===== config.mk =====
export PLATFORM = sky130hd
export DESIGN_NAME = div_seq_ctrl_flat
export DESIGN_NICKNAME = d
export VERILOG_FILES = /design/src/rtl/div_pkg.sv /design/src/rtl/div_seq_ctrl_if.sv /design/src/rtl/div_step_core.sv /design/src/rtl/div_seq_ctrl.sv /design/src/flat_wrapper.sv
export SDC_FILE = /design/constraint.sdc
export NUM_CORES = 1
export LEC_CHECK = 0
export ABC_CLOCK_PERIOD_IN_PS = 3900
export CORE_ASPECT_RATIO = 1.4
export CORE_MARGIN = 5
export CORE_UTILIZATION = 45
export CTS_BUF_LIST = sky130_fd_sc_hd__clkbuf_4
export CTS_CLUSTER_DIAMETER = 30
export DETAILED_ROUTE_END_ITERATION = 10
export PLACE_DENSITY = 0.73
export SETUP_SLACK_MARGIN = 0.02
export SYNTH_ARGS = -nofsm -noshare
export SYNTH_HDL_FRONTEND = slang
export SYNTH_SLANG_ARGS = --single-unit

===== constraint.sdc =====
create_clock -name clk -period 3.9 [get_ports clk]
set_input_delay 0.585 -clock clk [delete_from_list [all_inputs] [get_ports clk]]
set_output_delay 0.585 -clock clk [all_outputs]
set_load 0.03 [all_outputs]

===== src/rtl/div_pkg.sv =====
// div_pkg: shared definitions for the sequential divider controller.
//   DIV_WIDTH   default operand/result width
//   DIV_CNT_W   default iteration counter width (2**DIV_CNT_W must exceed DIV_WIDTH)
//   div_state_t controller state encoding, also visible on the state_dbg port
package div_pkg;

    localparam int DIV_WIDTH = 32;
    localparam int DIV_CNT_W = 6;

    typedef enum logic [2:0] {
        IDLE = 3'd0,
        PREP = 3'd1,
        ITER = 3'd2,
        FIX  = 3'd3,
        DONE = 3'd4
    } div_state_t;

endpackage


===== src/rtl/div_seq_ctrl_if.sv =====
// div_seq_ctrl_if: request/result handshake bundle between EXE (master) and
// the divider controller (slave).
//   req_valid/req_ready  request handshake; req_signed, req_x, req_y qualify it
//   res_valid/res_ready  result handshake; res_q, res_r qualify it
// Handshake rule: a transfer happens on a rising clock edge where valid and
// ready are both 1; payload must be stable while valid is high and ready low.
interface div_seq_ctrl_if
    import div_pkg::*;
#(
    parameter int WIDTH = DIV_WIDTH
);

    logic             req_valid;
    logic             req_ready;
    logic             req_signed;
    logic [WIDTH-1:0] req_x;
    logic [WIDTH-1:0] req_y;
    logic             res_valid;
    logic             res_ready;
    logic [WIDTH-1:0] res_q;
    logic [WIDTH-1:0] res_r;

    modport master (
        output req_valid, req_signed, req_x, req_y, res_ready,
        input  req_ready, res_valid, res_q, res_r
    );

    modport slave (
        input  req_valid, req_signed, req_x, req_y, res_ready,
        output req_ready, res_valid, res_q, res_r
    );

endinterface


===== src/rtl/div_step_core.sv =====
// div_step_core: one restoring shift-subtract step, purely combinational.
//   rem       partial remainder (magnitude)
//   shf       dividend shift register; quotient bits enter at the LSB
//   y_mag     divisor magnitude
//   rem_next  partial remainder after this step
//   shf_next  shift register after this step
module div_step_core #(
    parameter int WIDTH = 32
) (
    input  logic [WIDTH-1:0] rem,
    input  logic [WIDTH-1:0] shf,
    input  logic [WIDTH-1:0] y_mag,
    output logic [WIDTH-1:0] rem_next,
    output logic [WIDTH-1:0] shf_next
);

    logic [WIDTH:0] shifted;
    logic [WIDTH:0] diff;

    always_comb begin
        // The shifted remainder needs WIDTH+1 bits: it can reach 2*y_mag-1.
        shifted = {rem, shf[WIDTH-1]};
        diff    = shifted - {1'b0, y_mag};
        // A set top bit means the subtraction went negative: restore.
        if (diff[WIDTH]) begin
            rem_next = shifted[WIDTH-1:0];
            shf_next = {shf[WIDTH-2:0], 1'b0};
        end else begin
            rem_next = diff[WIDTH-1:0];
            shf_next = {shf[WIDTH-2:0], 1'b1};
        end
    end

endmodule


===== src/rtl/div_seq_ctrl.sv =====
// div_seq_ctrl: sequencing controller for the iterative EXE-stage divider.
//   clk        rising-edge clock
//   resetn     asynchronous active-low reset
//   cancel     pipeline flush; kills any in-flight or held operation
//   busy       controller is not IDLE
//   state_dbg  current FSM state (div_state_t encoding)
//   bus        request/result handshake (div_seq_ctrl_if.slave)
// Flow: IDLE -> PREP -> ITER x WIDTH -> FIX -> DONE, holding the result in
// DONE until res_ready. A zero divisor skips ITER.
module div_seq_ctrl
    import div_pkg::*;
#(
    parameter int WIDTH = DIV_WIDTH,
    parameter int CNT_W = DIV_CNT_W
) (
    input  logic         clk,
    input  logic         resetn,
    input  logic         cancel,
    output logic         busy,
    output logic [2:0]   state_dbg,
    div_seq_ctrl_if.slave bus
);

    localparam logic [CNT_W-1:0] LAST_STEP = CNT_W'(WIDTH - 1);

    div_state_t       state;
    logic [CNT_W-1:0] cnt;
    logic             sgn_lat;
    logic [WIDTH-1:0] x_lat;
    logic [WIDTH-1:0] y_lat;
    logic [WIDTH-1:0] y_mag;
    logic [WIDTH-1:0] rem;
    logic [WIDTH-1:0] shf;
    logic             sign_q;
    logic             sign_r;
    logic             res_valid_r;
    logic [WIDTH-1:0] res_q_r;
    logic [WIDTH-1:0] res_r_r;

    logic             accept;
    logic             x_neg;
    logic             y_neg;
    logic             y_zero;
    logic [WIDTH-1:0] x_abs;
    logic [WIDTH-1:0] y_abs;
    logic [WIDTH-1:0] rem_next;
    logic [WIDTH-1:0] shf_next;

    assign bus.req_ready = ~cancel & ((state == IDLE) | ((state == DONE) & bus.res_ready));
    assign accept        = bus.req_valid & bus.req_ready;

    assign x_neg  = sgn_lat & x_lat[WIDTH-1];
    assign y_neg  = sgn_lat & y_lat[WIDTH-1];
    assign y_zero = (y_lat == '0);
    // 0x80000000 negates to itself, which is the correct unsigned magnitude.
    assign x_abs  = x_neg ? -x_lat : x_lat;
    assign y_abs  = y_neg ? -y_lat : y_lat;

    div_step_core #(.WIDTH(WIDTH)) u_step (
        .rem      (rem),
        .shf      (shf),
        .y_mag    (y_mag),
        .rem_next (rem_next),
        .shf_next (shf_next)
    );

    always_ff @(posedge clk or negedge resetn) begin
        if (!resetn) begin
            state       <= IDLE;
            cnt         <= '0;
            sgn_lat     <= 1'b0;
            x_lat       <= '0;
            y_lat       <= '0;
            y_mag       <= '0;
            rem         <= '0;
            shf         <= '0;
            sign_q      <= 1'b0;
            sign_r      <= 1'b0;
            res_valid_r <= 1'b0;
            res_q_r     <= '0;
            res_r_r     <= '0;
        end else if (cancel) begin
            state       <= IDLE;
            cnt         <= '0;
            res_valid_r <= 1'b0;
        end else begin
            case (state)
                IDLE: begin
                    if (accept) begin
                        sgn_lat <= bus.req_signed;
                        x_lat   <= bus.req_x;
                        y_lat   <= bus.req_y;
                        state   <= PREP;
                    end
                end
                PREP: begin
                    cnt   <= '0;
                    y_mag <= y_abs;
                    if (y_zero) begin
                        // Route through FIX with sign correction off so the
                        // output registers load from one place: q=~0, r=x raw.
                        rem    <= x_lat;
                        shf    <= '1;
                        sign_q <= 1'b0;
                        sign_r <= 1'b0;
                        state  <= FIX;
                    end else begin
                        rem    <= '0;
                        shf    <= x_abs;
                        sign_q <= x_neg ^ y_neg;
                        sign_r <= x_neg;
                        state  <= ITER;
                    end
                end
                ITER: begin
                    rem <= rem_next;
                    shf <= shf_next;
                    cnt <= cnt + CNT_W'(1);
                    if (cnt == LAST_STEP) begin
                        state <= FIX;
                    end
                end
                FIX: begin
                    res_q_r     <= sign_q ? -shf : shf;
                    res_r_r     <= sign_r ? -rem : rem;
                    res_valid_r <= 1'b1;
                    state       <= DONE;
                end
                DONE: begin
                    if (bus.res_ready) begin
                        res_valid_r <= 1'b0;
                        if (accept) begin
                            sgn_lat <= bus.req_signed;
                            x_lat   <= bus.req_x;
                            y_lat   <= bus.req_y;
                            state   <= PREP;
                        end else begin
                            state <= IDLE;
                        end
                    end
                end
                default: begin
                    state <= IDLE;
                end
            endcase
        end
    end

    assign bus.res_valid = res_valid_r;
    assign bus.res_q     = res_q_r;
    assign bus.res_r     = res_r_r;
    assign busy          = (state != IDLE);
    assign state_dbg     = state;

endmodule


===== src/flat_wrapper.sv =====
// flat-port wrapper written by rule: the top's interface ports become plain ports
module div_seq_ctrl_flat import div_pkg::*;
#(
    parameter int WIDTH = DIV_WIDTH,
    parameter int CNT_W = DIV_CNT_W
)
  (clk, resetn, cancel, busy, state_dbg, bus_req_valid, bus_req_signed, bus_req_x, bus_req_y, bus_res_ready, bus_req_ready, bus_res_valid, bus_res_q, bus_res_r);
  div_seq_ctrl_if #(.WIDTH(WIDTH)) bus_i ();
  input  logic clk;
  input  logic resetn;
  input  logic cancel;
  output logic busy;
  output logic [2:0] state_dbg;
  input wire logic [$bits(bus_i.req_valid)-1:0] bus_req_valid;
  input wire logic [$bits(bus_i.req_signed)-1:0] bus_req_signed;
  input wire logic [$bits(bus_i.req_x)-1:0] bus_req_x;
  input wire logic [$bits(bus_i.req_y)-1:0] bus_req_y;
  input wire logic [$bits(bus_i.res_ready)-1:0] bus_res_ready;
  output wire logic [$bits(bus_i.req_ready)-1:0] bus_req_ready;
  output wire logic [$bits(bus_i.res_valid)-1:0] bus_res_valid;
  output wire logic [$bits(bus_i.res_q)-1:0] bus_res_q;
  output wire logic [$bits(bus_i.res_r)-1:0] bus_res_r;
  assign bus_i.req_valid = bus_req_valid;
  assign bus_i.req_signed = bus_req_signed;
  assign bus_i.req_x = bus_req_x;
  assign bus_i.req_y = bus_req_y;
  assign bus_i.res_ready = bus_res_ready;
  assign bus_req_ready = bus_i.req_ready;
  assign bus_res_valid = bus_i.res_valid;
  assign bus_res_q = bus_i.res_q;
  assign bus_res_r = bus_i.res_r;
  div_seq_ctrl #(.WIDTH(WIDTH), .CNT_W(CNT_W)) u_core (.clk(clk), .resetn(resetn), .cancel(cancel), .busy(busy), .state_dbg(state_dbg), .bus(bus_i));
endmodule

==> impl_results.md <==
* Status: complete, no violations
* Yosys reg bits at 237
* Endpoints failing setup at 0
* Seq/Total Area, Yosys at 0.422
* Relative slew slack at 0.257
* Die W at 159 um
* Proportion of power drawn by the clock network at 0.130
* Post-synth EDFFs at 0
* Vias in the first global route at ~12000
* Final #Nets at 1822
* IO buf count at 139
* Comb pwr share at 0.560
* Utilization after layout at 0.542
* WP data arrival at 4.08 ns
* Clock Skew at 0.0547 ns
* Most frequent CP cell: nor3b_1
* GP Congestion at 0.936
* Sw Ratio at 0.476
* Pre-CTS setup slack at between 0.4 and 0.5 ns
* Slew @ Worst Pin at approximately 1.1 ns
* CTS tree: done
* Clock buffer depth at 3
* Post-Route WL at 37800 um
* Ys flop type: dfrtp_1
* Most frequent cell after synthesis: dfrtp_1
* Fin. Hold Viols at 0
* Layout cells sized above 1 at 0.124
* CP startpoint kind: register
* Sum Neg Setup Slack at 0 ns
* Largest net degree at the start of global routing at 130
* Area growth from synthesis to layout at 18.9%
* Critical path buffers and inverters at 1
* Hold Slack at ~0.44 ns
* Clock transition at path regs at 0.06 ns
* PwrDens at 1000 mW/mm2
* Sequential Power Share at 0.309
* Syn Std Cell Area at 0.0140 mm2
* Worst Path Max Fanout at 16
* Post-synth top area cell: dfrtp_1
* Most frequent cells after synthesis: dfrtp_1 (237), a21oi_1 (198), nor2_1 (178)
* Crit path cell chain: inv_1, ha_1, nor3b_1, and4_1, nand3_2, or4_1, nor2_8, a21o_2, nor3b_1, mux2_2, nor2_1
* Top cell type's share of synthesized area at 0.422
* Warnings from Yosys at 0
* Initial antenna violation count at 1
* RSZ-0062 raised after global routing: false
* Worst skew pair latency at 0.76 ns
* IO Pins at between 100 and 150
* Vias per cell at roughly 5.6
* Final Non-Filler Cells at between 2000 and 2500
* Worst hold path type: in -> reg
* VDD IR max at 370 uV
* TritonCTS buffer count at 61
* Switching pwr at 7.97 mW
* Placed Cells at 2040
* Syn Inst Count at 1567
* Total GRT Usage at 0.214
* Max cap viols at 0
* Die area at 0.0349 mm2
* Core Region at 0.0308 mm2
* Post-synthesis cell type count at 73
* Initial core utilization at 0.456
* Fmax at roughly 300 MHz
* Total gr overflow at 0
* Fillers at between 2000 and 3000
* Number of DRC markers in iteration 0 at 643
* Count of pins over their slew limit at 0
* Design Area, Final at 0.0167 mm2
* Tot Pwr at 16.7 mW
* Mean Syn Cell Area at 8.96 um2
* H-tree Lvls at 2
* PnR worst setup slack at 0.467 ns
* First-pass GRT wire length at 61700 um
* Period minus WS final at 3.43 ns
* Clk root buf: clkbuf_4
* Remaining routing DRC violations at 0
* CP delay by family, top: simple AND/OR/NAND/NOR gates
* Die Y at 219 um
* Final period utilization at 0.880
* # rows at 76
* Syn nets at roughly 1700
* Via count at ~12000
* Post-DP HPWL at 27900 um
* Placed cell areas at 0.0159 mm2
* CP peak stage delay at 0.92 ns
* CP max-delay cell: or4_1
* CP Class: reg -> reg
* Post-route ant nets at 0
* Leakage at around 6.9 nW
* Router iterations before antenna repair at 5
* Avg WL per Cell at 17.6 um
* Area contributors post-synth: dfrtp_1 (42%), a21oi_1 (7.1%), xor2_1 (5.7%)
* Crit end category: register
* Required time of the critical path at 4.55 ns
* # clock sinks at 237
* Async SR Flop Fraction at 1.00
* Int Power at 8.78 mW
* Post-CTS Setup Bufs at 0
[cell usage in the layout (no fill, tap or decap), types with 17 or more instances in the layout]
| cell | count |
|---|---|
| buf_4 | 31 |
| o21ai_0 | 110 |
| ha_1 | 37 |
| clkbuf_4 | 79 |
| dfrtp_1 | 237 |
| nor2_1 | 177 |
| inv_1 | 56 |
| nor3_1 | 40 |
| o22ai_1 | 20 |
| nand3_1 | 25 |
| a31oi_1 | 32 |
| mux2_2 | 70 |
| nand2_1 | 108 |
| clkinv_1 | 17 |
| xor2_1 | 91 |
| a21oi_1 | 198 |
| clkdlybuf4s50_1 | 138 |
| xnor2_1 | 54 |
| o31ai_1 | 31 |
[state kept, by name, indices dropped and copies added (netlist names), 3 cells and up]
| register | count |
|---|---|
| u_core.bus.res_q | 32 |
| u_core.bus.res_r | 32 |
| u_core.rem | 32 |
| u_core.shf | 32 |
| u_core.x_lat | 32 |
| u_core.y_lat | 32 |
| u_core.y_mag | 32 |
| u_core.cnt | 6 |
| u_core.state_dbg | 3 |
[final timing paths]
kind / from / endpoint / slack [ns] / depth (start not counted)
worst max register to register: u_core.y_lat[0]$_DFFE_PN0P_ / u_core.rem[30]$_DFFE_PN0P_ / 0.47 / 11
worst min register to register: u_core.y_mag[14]$_DFFE_PN0P_ / u_core.y_mag[14]$_DFFE_PN0P_ / 0.48 / 2
min in group asynchronous: resetn / u_core.bus.res_r[16]$_DFFE_PN0P_ / 0.59 / 2
worst min-delay path: bus_req_x[1] / u_core.x_lat[1]$_DFFE_PN0P_ / 0.44 / 2
worst max-delay path: u_core.y_lat[0]$_DFFE_PN0P_ / u_core.rem[30]$_DFFE_PN0P_ / 0.47 / 11
max in group asynchronous: resetn / u_core.y_lat[9]$_DFFE_PN0P_ / 2.33 / 3
[cells by family after synthesis]
logic type	Yosys count	synth area share
adders and majority gates	38	0.0344
muxes	77	0.0615
DFF	237	0.422
AOI/OAI and AO/OA	474	0.199
xor gates and xnor gates	145	0.0904
and+or+nand+nor	448	0.151
buffers and inverters	148	0.0411
[power by group through the flow]
stage	clock, mW	combinational [mW]	sequential, mW
3_5_place_dp	0	9.34	5.19
6_report	2.18	9.38	5.18
4_1_cts	2.26	9.38	5.15
5_1_grt	2.39	10.4	5.34
2_1_floorplan	0	6.25	5.34
3_3_place_gp	0	9.23	5.11
[per-layer routing]
metal | GRT usage | vias to the layer above | routed length [um]
li1 | - | 5905 | -
met1 | 0.254 | 5753 | 15200
met2 | 0.378 | 356 | 19100
met3 | 0.0349 | 94 | 1910
met4 | 0.100 | 0 | 1620
met5 | 0 | - | 0
[what timing repair did]
| item | 4_1_cts | 5_1_grt |
|---|---|---|
| resized for setup | 0 | 0 |
| endpoints found under the hold margin | 73 | 0 |
| hold buffers | 1 | 0 |
| endpoints found under the setup margin | 0 | 0 |
[cell type report]
cell class	count	area, um2	share of cell area
diodes	1	2.50	0.000150
clock buffers	79	593	0.0355
clock inverters	26	190	0.0114
inverters	57	214	0.0128
multi-input cells	1182	7550	0.453
flip-flops and latches	237	5930	0.355
well taps	390	488	0.0292
repair buffers	175	1720	0.103
Power figures use the tool's default switching activity.
